## src/rtl/alu_pkg.sv

```systemverilog
// alu_pkg: shared state encoding, default widths and frame-size helpers for the ALU result serializer.
package alu_pkg;
    typedef enum logic {IDLE = 1'b0, SEND = 1'b1} state_t;
    localparam int ALU_OUT_WIDTH  = 16;
    localparam int ALU_DATA_WIDTH = 8;
    function automatic int num_bytes(input int ow, input int dw);
        return ow / dw;
    endfunction
    function automatic int cnt_width(input int nb);
        return (nb > 1) ? $clog2(nb) : 1;
    endfunction
endpackage

```

## src/rtl/alu_result_serializer_if.sv

```systemverilog
// alu_result_serializer_if: ALU result input, TX byte handshake and status flags.
interface alu_result_serializer_if
    import alu_pkg::*;
#(
    parameter int OUT_WIDTH  = ALU_OUT_WIDTH,
    parameter int DATA_WIDTH = ALU_DATA_WIDTH
) ();
    logic [OUT_WIDTH-1:0]  ALU_OUT;
    logic                  OUT_VALID;
    logic [DATA_WIDTH-1:0] TX_DATA;
    logic                  TX_VALID;
    logic                  TX_READY;
    logic                  BUSY;
    logic                  OVERFLOW;
    modport master (output ALU_OUT, OUT_VALID, TX_READY, input TX_DATA, TX_VALID, BUSY, OVERFLOW);
    modport slave  (input ALU_OUT, OUT_VALID, TX_READY, output TX_DATA, TX_VALID, BUSY, OVERFLOW);
endinterface

```

## src/rtl/alu_result_pending_buf.sv

```systemverilog
// alu_result_pending_buf: one-entry holding register; a write in the same cycle as a clear keeps it full.
module alu_result_pending_buf
    import alu_pkg::*;
#(
    parameter int WIDTH = ALU_OUT_WIDTH
) (
    input  logic             CLK,
    input  logic             RST,
    input  logic             wr,
    input  logic [WIDTH-1:0] wr_data,
    input  logic             rd,
    output logic             valid,
    output logic [WIDTH-1:0] data
);
    always_ff @(posedge CLK or negedge RST) begin
        if (!RST) begin
            valid <= 1'b0;
            data  <= '0;
        end else begin
            valid <= wr | (valid & ~rd);
            if (wr) data <= wr_data;
        end
    end
endmodule

```

## src/rtl/alu_result_serializer.sv

```systemverilog
// alu_result_serializer: splits each ALU result into LSB-first bytes over a valid/ready link,
// with a one-entry pending buffer and a drop flag for results that cannot be held.
module alu_result_serializer
    import alu_pkg::*;
#(
    parameter int OUT_WIDTH  = ALU_OUT_WIDTH,
    parameter int DATA_WIDTH = ALU_DATA_WIDTH
) (
    input logic                   CLK,
    input logic                   RST,
    alu_result_serializer_if.slave bus
);
    localparam int NUM_BYTES = num_bytes(OUT_WIDTH, DATA_WIDTH);
    localparam int CW        = cnt_width(NUM_BYTES);
    state_t               state_q, state_n;
    logic [OUT_WIDTH-1:0] shift_q, shift_n;
    logic [CW-1:0]        cnt_q, cnt_n;
    logic                 busy_q, ovf_q, ovf_n;
    logic                 pend_wr, pend_rd, pend_valid;
    logic [OUT_WIDTH-1:0] pend_data;
    logic                 hs, last;
    alu_result_pending_buf #(.WIDTH(OUT_WIDTH)) u_pend (
        .CLK     (CLK),
        .RST     (RST),
        .wr      (pend_wr),
        .wr_data (bus.ALU_OUT),
        .rd      (pend_rd),
        .valid   (pend_valid),
        .data    (pend_data)
    );
    assign hs   = (state_q == SEND) & bus.TX_READY;
    assign last = hs & (cnt_q == CW'(NUM_BYTES - 1));
    always_comb begin
        state_n = state_q;
        shift_n = shift_q;
        cnt_n   = cnt_q;
        pend_wr = 1'b0;
        pend_rd = 1'b0;
        ovf_n   = 1'b0;
        if (state_q == IDLE) begin
            if (bus.OUT_VALID) begin
                shift_n = bus.ALU_OUT;
                cnt_n   = '0;
                state_n = SEND;
            end
        end else if (last) begin
            // Frame boundary: pending takes priority, a fresh result refills pending.
            if (pend_valid) begin
                shift_n = pend_data;
                cnt_n   = '0;
                pend_rd = 1'b1;
                pend_wr = bus.OUT_VALID;
            end else if (bus.OUT_VALID) begin
                shift_n = bus.ALU_OUT;
                cnt_n   = '0;
            end else begin
                state_n = IDLE;
            end
        end else begin
            if (hs) begin
                shift_n = shift_q >> DATA_WIDTH;
                cnt_n   = cnt_q + 1'b1;
            end
            pend_wr = bus.OUT_VALID & ~pend_valid;
            ovf_n   = bus.OUT_VALID & pend_valid;
        end
    end
    always_ff @(posedge CLK or negedge RST) begin
        if (!RST) begin
            state_q <= IDLE;
            shift_q <= '0;
            cnt_q   <= '0;
            busy_q  <= 1'b0;
            ovf_q   <= 1'b0;
        end else begin
            state_q <= state_n;
            shift_q <= shift_n;
            cnt_q   <= cnt_n;
            busy_q  <= (state_n == SEND) | pend_wr | (pend_valid & ~pend_rd);
            ovf_q   <= ovf_n;
        end
    end
    assign bus.TX_DATA  = shift_q[DATA_WIDTH-1:0];
    assign bus.TX_VALID = (state_q == SEND);
    assign bus.BUSY     = busy_q;
    assign bus.OVERFLOW = ovf_q;
endmodule

```

## src/flat_wrapper.sv

```systemverilog
// flat-port wrapper written by rule: the top's interface ports become plain ports
module alu_result_serializer_flat import alu_pkg::*;
#(
    parameter int OUT_WIDTH  = ALU_OUT_WIDTH,
    parameter int DATA_WIDTH = ALU_DATA_WIDTH
)
  (CLK, RST, bus_ALU_OUT, bus_OUT_VALID, bus_TX_READY, bus_TX_DATA, bus_TX_VALID, bus_BUSY, bus_OVERFLOW);
  alu_result_serializer_if #(.OUT_WIDTH(OUT_WIDTH), .DATA_WIDTH(DATA_WIDTH)) bus_i ();
  input logic CLK;
  input logic RST;
  input wire logic [$bits(bus_i.ALU_OUT)-1:0] bus_ALU_OUT;
  input wire logic [$bits(bus_i.OUT_VALID)-1:0] bus_OUT_VALID;
  input wire logic [$bits(bus_i.TX_READY)-1:0] bus_TX_READY;
  output wire logic [$bits(bus_i.TX_DATA)-1:0] bus_TX_DATA;
  output wire logic [$bits(bus_i.TX_VALID)-1:0] bus_TX_VALID;
  output wire logic [$bits(bus_i.BUSY)-1:0] bus_BUSY;
  output wire logic [$bits(bus_i.OVERFLOW)-1:0] bus_OVERFLOW;
  assign bus_i.ALU_OUT = bus_ALU_OUT;
  assign bus_i.OUT_VALID = bus_OUT_VALID;
  assign bus_i.TX_READY = bus_TX_READY;
  assign bus_TX_DATA = bus_i.TX_DATA;
  assign bus_TX_VALID = bus_i.TX_VALID;
  assign bus_BUSY = bus_i.BUSY;
  assign bus_OVERFLOW = bus_i.OVERFLOW;
  alu_result_serializer #(.OUT_WIDTH(OUT_WIDTH), .DATA_WIDTH(DATA_WIDTH)) u_core (.CLK(CLK), .RST(RST), .bus(bus_i));
endmodule
```

## config.mk

```make
export PLATFORM = sky130hd
export DESIGN_NAME = alu_result_serializer_flat
export DESIGN_NICKNAME = d
export VERILOG_FILES = /design/src/rtl/alu_pkg.sv /design/src/rtl/alu_result_serializer_if.sv /design/src/rtl/alu_result_pending_buf.sv /design/src/rtl/alu_result_serializer.sv /design/src/flat_wrapper.sv
export SDC_FILE = /design/constraint.sdc
export NUM_CORES = 1
export LEC_CHECK = 0
export CAP_MARGIN = 20
export CORE_MARGIN = 5
export CORE_UTILIZATION = 48
export DETAILED_ROUTE_END_ITERATION = 8
export PLACE_DENSITY_LB_ADDON = 0.08
export SLEW_MARGIN = 25
export SYNTH_ARGS = -nofsm -noshare
export SYNTH_HDL_FRONTEND = slang
export SYNTH_SLANG_ARGS = --single-unit
```

## constraint.sdc

```tcl
create_clock -name CLK -period 2.13 [get_ports CLK]
set_clock_uncertainty 0.2 [all_clocks]
set_input_delay 0.213 -clock CLK [delete_from_list [all_inputs] [get_ports CLK]]
set_output_delay 0.213 -clock CLK [all_outputs]
set_load 0.02 [all_outputs]
```

Yosys cells after proc, flatten, opt, wreduce, memory -nomap -nowiden
Cells that the tools add are included.
- register bits after elaboration: 37
- equality and inequality tests: 1
- bitwise logic cells: 10
- mux-type cells: 22
- $add $sub $neg: 1
- operators by type and width (kind ; count):
    $mux W16 ; 5
    $mux W1 ; 17
    $and A1 B1 Y1 ; 5
    $ne A3 B3 Y1 const B ; 1
    $or A1 B1 Y1 ; 3
    $not A1 Y1 ; 2
    $add A1 B1 Y1 const B ; 1

Logic depth before layout (Yosys ltp)
Gate-level depths: netlist (run 1).
- word-level depth: 7
- depth in mapped cells: 6
- depth with buffers taken out: 3

Hierarchy
A second synthesis (run 1) with hierarchy kept.
- cells, all modules: 161
- area total of the unflattened synthesis: 1925.6 um^2
- modules (own cells, without submodules) (module ; area each (um^2) ; cells an instance ; instances):
    alu_result_serializer ; 1242.4 ; 124 ; 1
    alu_result_pending_buf ; 683.2 ; 37 ; 1

Worst setup path after synthesis (run 1)
Ideal clock, no wire load.
- path type: reg-to-reg
- start: register u_core.state_q, in the netlist u_core.bus.TX_VALID
- end: register u_core.u_pend.data[0]
- clock period less this slack: 1788 ps
- library setup time: 125 ps
- buffers on the path: 3
- cell stages (with the launch flop): 6
- arrival: 1463 ps
- slack: 342 ps
- cell sequence: dfrtp_1 buf_2 and4b_1 buf_6 buf_6 mux2_4
- longest elaborated chain between the ends: 4
- RTL lines (what ; line ; RTL):
    start, declared ; alu_result_serializer.sv:15 ; state_t state_q, state_n;
    start signal, assigned ; alu_result_serializer.sv:76 ; state_q <= state_n;
    $and A1 B1 Y1 ; alu_result_serializer.sv:31 ; assign hs = (state_q == SEND) & bus.TX_READY;
    $and A1 B1 Y1 ; alu_result_serializer.sv:32 ; assign last = hs & (cnt_q == CW'(NUM_BYTES - 1));
    $mux W1 ; alu_result_serializer.sv:46 ; end else if (last) begin
    $mux W1 (*) ; alu_result_serializer.sv:40 ; if (state_q == IDLE) begin
    end signal, assigned ; alu_result_pending_buf.sv:21 ; if (wr) data <= wr_data;
    end, declared ; alu_result_pending_buf.sv:13 ; output logic [WIDTH-1:0] data
Mark *: on every way between the ends. The rest lies on a longest branch, timed or not.
A chain may end at the register's enable or synchronous reset.

Worst setup path after layout (run 1)
- start: register u_core.state_q, in the netlist u_core.bus.TX_VALID
- end: output bus_TX_VALID
- RTL lines (what ; line ; RTL):
    end, declared ; flat_wrapper.sv:15 ; output wire logic [$bits(bus_i.TX_VALID)-1:0] bus_TX_VALID;
No word-level cell between the ends.

==> summary.txt, run 1 <==
=========================================================================================
Total routing usage reported by global routing                                      15.4%
Post_cts resized                                                                        0
Stages on the worst setup path                                                          1
Largest stage delay on the critical path                                           680 ps
Synth Register Bits                                                                    37
Number of enable-type register cells in the synthesized netlist                         0
Core Region                                                                  0.00361 sq mm
Remaining design rule violation count                                                   0
Clock transition at the registers of the reported paths                             70 ps
Class of the tightest hold or removal check                                      in2async
Number of antenna violations at the first check in global routing                       0
Number of nets in the synthesized netlist                                             159
Crit path DAT                                                                     1510 ps
Synthesized area per cell                                                      12.6 sq um
Fraction of the yosys area taken by sequential cells                                52.8%
Internal power component                                                          2.00 mW
Area share of fa/ha/maj cells after synthesis                                          0%
Proportion of register bits with asynchronous set or reset after synthesis           100%
Antenna diode instance count                                                            0
Total negative setup slack                                                           0 ps
Number of warnings reported in the yosys synthesis log                                  0
Ports placed on the boundary                                                           31
Number of nets at the end of the flow                                                 186
Number of search-and-repair iterations in the first detailed-routing pass               4
Fraction of final layout cells with drive strength greater than 1                   15.7%
Post-synth top area cell                                                     sky130_fd_sc_hd__dfrtp_1
Simple-gate share of the synthesized area                                           13.1%
Worst R2R Setup Slack                                                              230 ps
FILL cells                                                                            315
Overflow left after global routing                                                      0
Worst path top cell family by delay                                          buffers and inverters
Remaining antenna violation count after routing                                         0
Result of the run                                                            finished clean
Netlist area before placement                                                0.00175 sq mm
Setup slack after layout                                                           210 ps
Worst setup timing slack at the placement stage                                   75.9 ps
Sequential group share of total power                                               42.5%
Via count of the first global-routing pass                                           1224
Max-capacitance violation count                                                         0
R2R depth                                                                               3
Total Wirelength                                                                  3570 um
Compound-Gate Fraction of Synth Area                                                14.6%
Initial Utilization                                                                 48.6%
Slowest-stage cell, CP                                                       sky130_fd_sc_hd__clkdlybuf4s50_1
Instance count of the mapped netlist                                                  139
Buffer and inverter count on the worst path                                             1
Hold buffer count at cts                                                                0
Fraction of the cycle the final worst path needs                                    90.2%
Slew Viols, Final                                                                       0
Setup repair bufs after CTS                                                             0
Required time at the endpoint of the critical path                                1720 ps
Final count of negative-setup-slack endpoints                                           0
Post-layout min period                                                            1920 ps
Clock tree root driver cell                                                  sky130_fd_sc_hd__clkbuf_8
Final Hold Violating Endpoints                                                          0
Overall die area                                                             0.00496 sq mm
Maximum frequency from static timing analysis                                     521 MHz
Ratio of routed vias to standard cells                                               5.64
Area share of the largest cell type after synthesis                                 52.8%
Pwr dens                                                                     1390 mW/mm^2
Std-Cell Rows                                                                          22
Type of the setup path with the least slack                                       reg2out
Vertical die dimension                                                            70.5 um
Most used flip-flop cell after synthesis                                     sky130_fd_sc_hd__dfrtp_1
Sequence of cells on the critical path                                       clkdlybuf4s50_1
Die W                                                                             70.5 um
Area share of xor/xnor cells in the synthesized design                             0.499%
Actual slew at the worst max-slew pin                                              765 ps
Main combinational cell family by area after synthesis                       compound AO/OA/AOI/OAI gates
Detailed-route wire length per cell                                               16.7 um
Maximum fanout along the worst path                                                    12
Clock network fraction of design power                                              16.1%
Area growth from synthesis to layout                                                22.6%
Relative slew margins                                                               48.7%
Leakage dissipation                                                              0.926 nW
Portion of total power attributed to combinational logic                            41.4%
Count of H-tree levels built during CTS                                                 2
Buffers added on ports                                                                 30
Max IR drop VDD                                                                    699 uV
Routability congestion estimate from global placement                               0.722
Unrepaired setup endpoints after global routing                                     false
TritonCTS Buffers                                                                       5
Clock sink total                                                                       37
Skew-Pair Late Insertion Delay                                                     280 ps
Crit start category                                                                  flop
Total via count in the routed design                                                 1208
Maximum clock insertion buffer count                                                    2
Net switching share of the total power                                              32.9%
Type of element capturing the critical path                                   output port
Sw power                                                                           984 uW
Top cells by area in the synthesized netlist                                 sky130_fd_sc_hd__dfrtp_1 (53%), sky130_fd_sc_hd__a221o_1 (9.1%), sky130_fd_sc_hd__mux2_4 (8.6%)
HPWL reported at the end of detailed placement                                    2440 um
CTS tree                                                                              yes
Initial drt markers                                                                   111
Global-route wire length before repair                                            6030 um
Maximum number of pins on one net before global-route repair                           38
Count of distinct cell types in the synthesized netlist                                24
Multiplexer area fraction after synthesis                                           12.4%
=========================================================================================
==> cell usage after synthesis, drive strengths merged, types with 2 or more instances <==
master / n
nand3: 9
and2: 9
a21boi: 2
dfrtp: 37
a21oi: 10
nand2b: 11
nand2: 3
clkbuf: 2
mux2: 16
buf: 15
a221o: 16
==> worst paths after layout <==
path,from,to
worst max-delay path,u_core.bus.TX_VALID,bus_TX_VALID
worst min-delay path,RST,u_core.bus.BUSY
worst max register to register,u_core.cnt_q,u_core.shift_q[11]
worst min register to register,u_core.u_pend.data[10],u_core.u_pend.data[10]
max in group asynchronous,RST,u_core.u_pend.data[10]
min in group CLK,u_core.u_pend.data[10],u_core.u_pend.data[10]
==> through the flow <==
stage                     hold WS [ps]  cell area, sq um  cells  util, %  power (mW)
after detailed placement           270              2060    207     57.3        2.52
after floorplan                   -283              1750    139        -        2.18
after global placement             259              2060    207     57.3        2.47
after global routing               195              2150    214     59.6        3.17
after CTS                          173              2150    214     59.6        3.01
final                              156              2150    214     59.6        2.99
==> area by class of cell <==
cell class / instances / area (sq um) / area share [%]
clock buffers: 7 / 86.3 / 4.01
multi-input cells: 85 / 713 / 33.2
flip-flops and latches: 37 / 926 / 43.0
well taps: 48 / 60.1 / 2.79
repair buffers: 37 / 365 / 17.0
==> power by group through the flow <==
stage | Combinational [mW] | Sequential, mW | Clock (mW)
after global routing | 1.34 | 1.31 | 0.523
final | 1.24 | 1.27 | 0.480
after detailed placement | 1.25 | 1.28 | 0
after global placement | 1.21 | 1.26 | 0
after CTS | 1.26 | 1.27 | 0.489
after floorplan | 0.979 | 1.20 | 0
==> cells in the final DEF, fill, tap and decap left out <==
cell type                         synthesis  final
sky130_fd_sc_hd__a21boi_1                 1      1
sky130_fd_sc_hd__a21boi_2                 1      1
sky130_fd_sc_hd__a21o_1                   1      1
sky130_fd_sc_hd__a21oi_1                 10     10
sky130_fd_sc_hd__a221o_1                 16     16
sky130_fd_sc_hd__and2_1                   9      9
sky130_fd_sc_hd__and3_1                   1      1
sky130_fd_sc_hd__and4_1                   1      1
sky130_fd_sc_hd__and4b_1                  1      1
sky130_fd_sc_hd__buf_12                   0      1
sky130_fd_sc_hd__buf_4                    8      6
sky130_fd_sc_hd__clkbuf_1                 2      1
sky130_fd_sc_hd__clkbuf_8                 0      6
sky130_fd_sc_hd__clkdlybuf4s50_1          0     30
sky130_fd_sc_hd__dfrtp_1                 37     37
sky130_fd_sc_hd__mux2_1                   6      6
sky130_fd_sc_hd__mux2_4                  10     10
sky130_fd_sc_hd__nand2_1                  3      3
sky130_fd_sc_hd__nand2b_1                11     11
sky130_fd_sc_hd__nand3_1                  9      9
sky130_fd_sc_hd__nand3b_4                 1      1
sky130_fd_sc_hd__nor2_1                   1      1
sky130_fd_sc_hd__o21ai_1                  1      1
sky130_fd_sc_hd__o221ai_2                 1      1
sky130_fd_sc_hd__xor2_1                   1      1
==> cells by family after synthesis <==
family,after synthesis
XOR/XNOR,1
AND/OR/NAND/NOR,37
flip-flops,37
buffers and inverters,17
multiplexers,16
AO/OA/AOI/OAI,31
==> registers in the layout, summed over array words and instances (netlist names) <==
name	cells
u_core.cnt_q	1
u_core.bus.OVERFLOW	1
u_core.bus.TX_VALID	1
u_core.u_pend.valid	1
u_core.shift_q	16
u_core.u_pend.data	16
u_core.bus.BUSY	1
==> routing by layer <==
metal | GRT usage, % | up-vias | wire length (um)
met1 | 20.9 | 612 | 1690
met4 | 3.83 | 0 | 10
met5 | 0 | - | 0
met3 | 4.03 | 2 | 185
met2 | 24.4 | 40 | 1680
li1 | - | 554 | -
(Power assumes the default switching activity.)
==> run 2: changes to the inputs <==
Settings changed: GPL_ROUTABILITY_DRIVEN set to 0.
==> results of run 2 <==
Same layout as run 1: the final DEF is identical, and so are final timing and power.
==> run 3: changes to the inputs <==
Settings changed: CORE_ASPECT_RATIO set to 1.1, SKIP_CTS_REPAIR_TIMING set to 1.
==> run 3 against run 2 <==
  * Routed wire length shrank 5.1%
  * Clock power is essentially flat
  * Combinational power barely moved
  * Maximum frequency is 0.58% lower
  * Critical path depth did not move
  * Critical path type unchanged
  * Largest cell class unchanged
  * Largest power group unchanged
==> summary.txt, run 3 (same netlist as run 1, synthesis figures left out) <==
========================================================================================
Std-Cell Rows                                                                         23   was 22
Power, Total                                                                     2.97 mW   was 2.99 mW
Max-capacitance violation count                                                        0   unchanged
Core Region                                                                 0.00360 sq mm   was 0.00361 sq mm
Number of nets at the end of the flow                                                187   was 186
Total Wirelength                                                                 3390 um   was 3570 um
Total routing usage reported by global routing                                     15.9%   was 15.4%
Pwr dens                                                                    1380 mW/mm^2   was 1390 mW/mm^2
Overflow left after global routing                                                     0   unchanged
Type of the setup path with the least slack                                      reg2out   unchanged
Crit start category                                                                 flop   unchanged
Leakage dissipation                                                             0.928 nW   was 0.926 nW
Global-route wire length before repair                                           5880 um   was 6030 um
TritonCTS Buffers                                                                      5   unchanged
Fraction of the cycle the final worst path needs                                   90.7%   was 90.2%
Slowest-stage cell, CP                                                      sky130_fd_sc_hd__clkdlybuf4s50_1   unchanged
Overall die area                                                            0.00497 sq mm   was 0.00496 sq mm
Ratio of routed vias to standard cells                                              5.41   was 5.64
Most common library cell in the layout ignoring fill and taps               sky130_fd_sc_hd__dfrtp_1   unchanged
Slew Viols, Final                                                                      0   unchanged
Buffers added on ports                                                                30   unchanged
Unrepaired setup endpoints after global routing                                    false   unchanged
Vertical die dimension                                                           73.4 um   was 70.5 um
Total negative setup slack                                                          0 ps   unchanged
Remaining antenna violation count after routing                                        0   unchanged
Ports placed on the boundary                                                          31   unchanged
Max IR drop VDD                                                                   649 uV   was 699 uV
Design area                                                                 0.00215 sq mm   about the same
Number of placed instances with taps included                                        210   was 207
Type of element capturing the critical path                                  output port   unchanged
Area after DPL                                                              0.00206 sq mm   about the same
Most frequent cells in the layout                                           sky130_fd_sc_hd__dfrtp_1 (37), sky130_fd_sc_hd__clkdlybuf4s50_1 (30), sky130_fd_sc_hd__a221o_1 (16)   unchanged
Via count of the first global-routing pass                                          1206   was 1224
Setup slack after layout                                                          198 ps   was 210 ps
Clock tree root driver cell                                                 sky130_fd_sc_hd__clkbuf_8   unchanged
Final Hold Violating Endpoints                                                         0   unchanged
Detailed-route wire length per cell                                              15.6 um   was 16.7 um
Maximum fanout along the worst path                                                   12   unchanged
Worst path top cell family by delay                                         buffers and inverters   unchanged
Layout Utilization                                                                 59.7%   was 59.6%
Antenna diode instance count                                                           0   unchanged
Initial Utilization                                                                48.8%   was 48.6%
Worst setup timing slack at the placement stage                                 -33.8 ps   was 75.9 ps
Number of antenna violations at the first check in global routing                      0   unchanged
Remaining design rule violation count                                                  0   unchanged
Relative slew margins                                                              46.8%   was 48.7%
Clock transition at the registers of the reported paths                            70 ps   about the same
Result of the run                                                           finished clean   unchanged
Skew-Pair Late Insertion Delay                                                    280 ps   about the same
Post-layout min period                                                           1930 ps   was 1920 ps
Largest stage delay on the critical path                                          680 ps   about the same
Die W                                                                            67.6 um   was 70.5 um
Actual slew at the worst max-slew pin                                             793 ps   was 765 ps
Final count of negative-setup-slack endpoints                                          0   unchanged
Fraction of final layout cells with drive strength greater than 1                  16.2%   was 15.7%
CTS tree                                                                             yes   unchanged
Class of the tightest hold or removal check                                     in2async   unchanged
Area growth from synthesis to layout                                               22.5%   was 22.6%
Initial drt markers                                                                   77   was 111
Maximum clock insertion buffer count                                                   2   unchanged
HPWL reported at the end of detailed placement                                   2390 um   was 2440 um
Final std cells w/o fill                                                             217   was 214
Maximum frequency from static timing analysis                                    518 MHz   was 521 MHz
Count of H-tree levels built during CTS                                                2   unchanged
FILL cells                                                                           307   was 315
Number of search-and-repair iterations in the first detailed-routing pass              4   unchanged
Total via count in the routed design                                                1173   was 1208
Sequence of cells on the critical path                                      clkdlybuf4s50_1   unchanged
Biggest regs                                                                u_core.shift_q: 16 flops, u_core.u_pend.data: 16 flops   unchanged
Crit path DAT                                                                    1520 ps   was 1510 ps
Buffer and inverter count on the worst path                                            1   unchanged
Maximum number of pins on one net before global-route repair                          38   unchanged
Minimum hold slack                                                                147 ps   was 156 ps
Clock sink total                                                                      37   unchanged
Required time at the endpoint of the critical path                               1720 ps   about the same
========================================================================================
==> run 3: changes by cell type in the layout (fill, tap and decap cells not counted) <==
cell                     before  now
sky130_fd_sc_hd__buf_4        6    8
sky130_fd_sc_hd__buf_12       1    0
==> run 3: path summary, 6_finish.rpt <==
kind | slack [ps] | cells after the start | start | end
max | 200 | 1 | u_core.bus.TX_VALID | bus_TX_VALID
max reg2reg | 320 | 3 | u_core.cnt_q | u_core.shift_q[10]
max in group asynchronous | 1250 | 2 | RST | u_core.u_pend.data[7]
min in group CLK | 280 | 1 | u_core.u_pend.data[15] | u_core.u_pend.data[15]
min | 150 | 2 | RST | u_core.cnt_q
min reg2reg | 280 | 1 | u_core.u_pend.data[15] | u_core.u_pend.data[15]
==> run 3: routing by layer <==
layer | track usage [%] | vias up | wire (um)
met3 | 3.98 | 7 | 209
met5 | 0 | - | 0
met2 | 24.5 | 37 | 1600
met4 | 6.08 | 0 | 48
li1 | - | 556 | -
met1 | 21.5 | 573 | 1530
==> run 3: report_power, final <==
group | total [mW] | internal, mW | switching, mW
Sequential | 1.25 | 1.03 | 0.218
Combinational | 1.24 | 0.714 | 0.522
Clock | 0.483 | 0.257 | 0.227
==> run 3: area by class of cell <==
cell class              count  area, sq um  share of cell area [%]
multi-input cells          85          713                    33.2
flip-flops and latches     37          926                    43.1
clock buffers               7         86.3                    4.02
repair buffers             38          360                    16.8
well taps                  50         62.6                    2.91
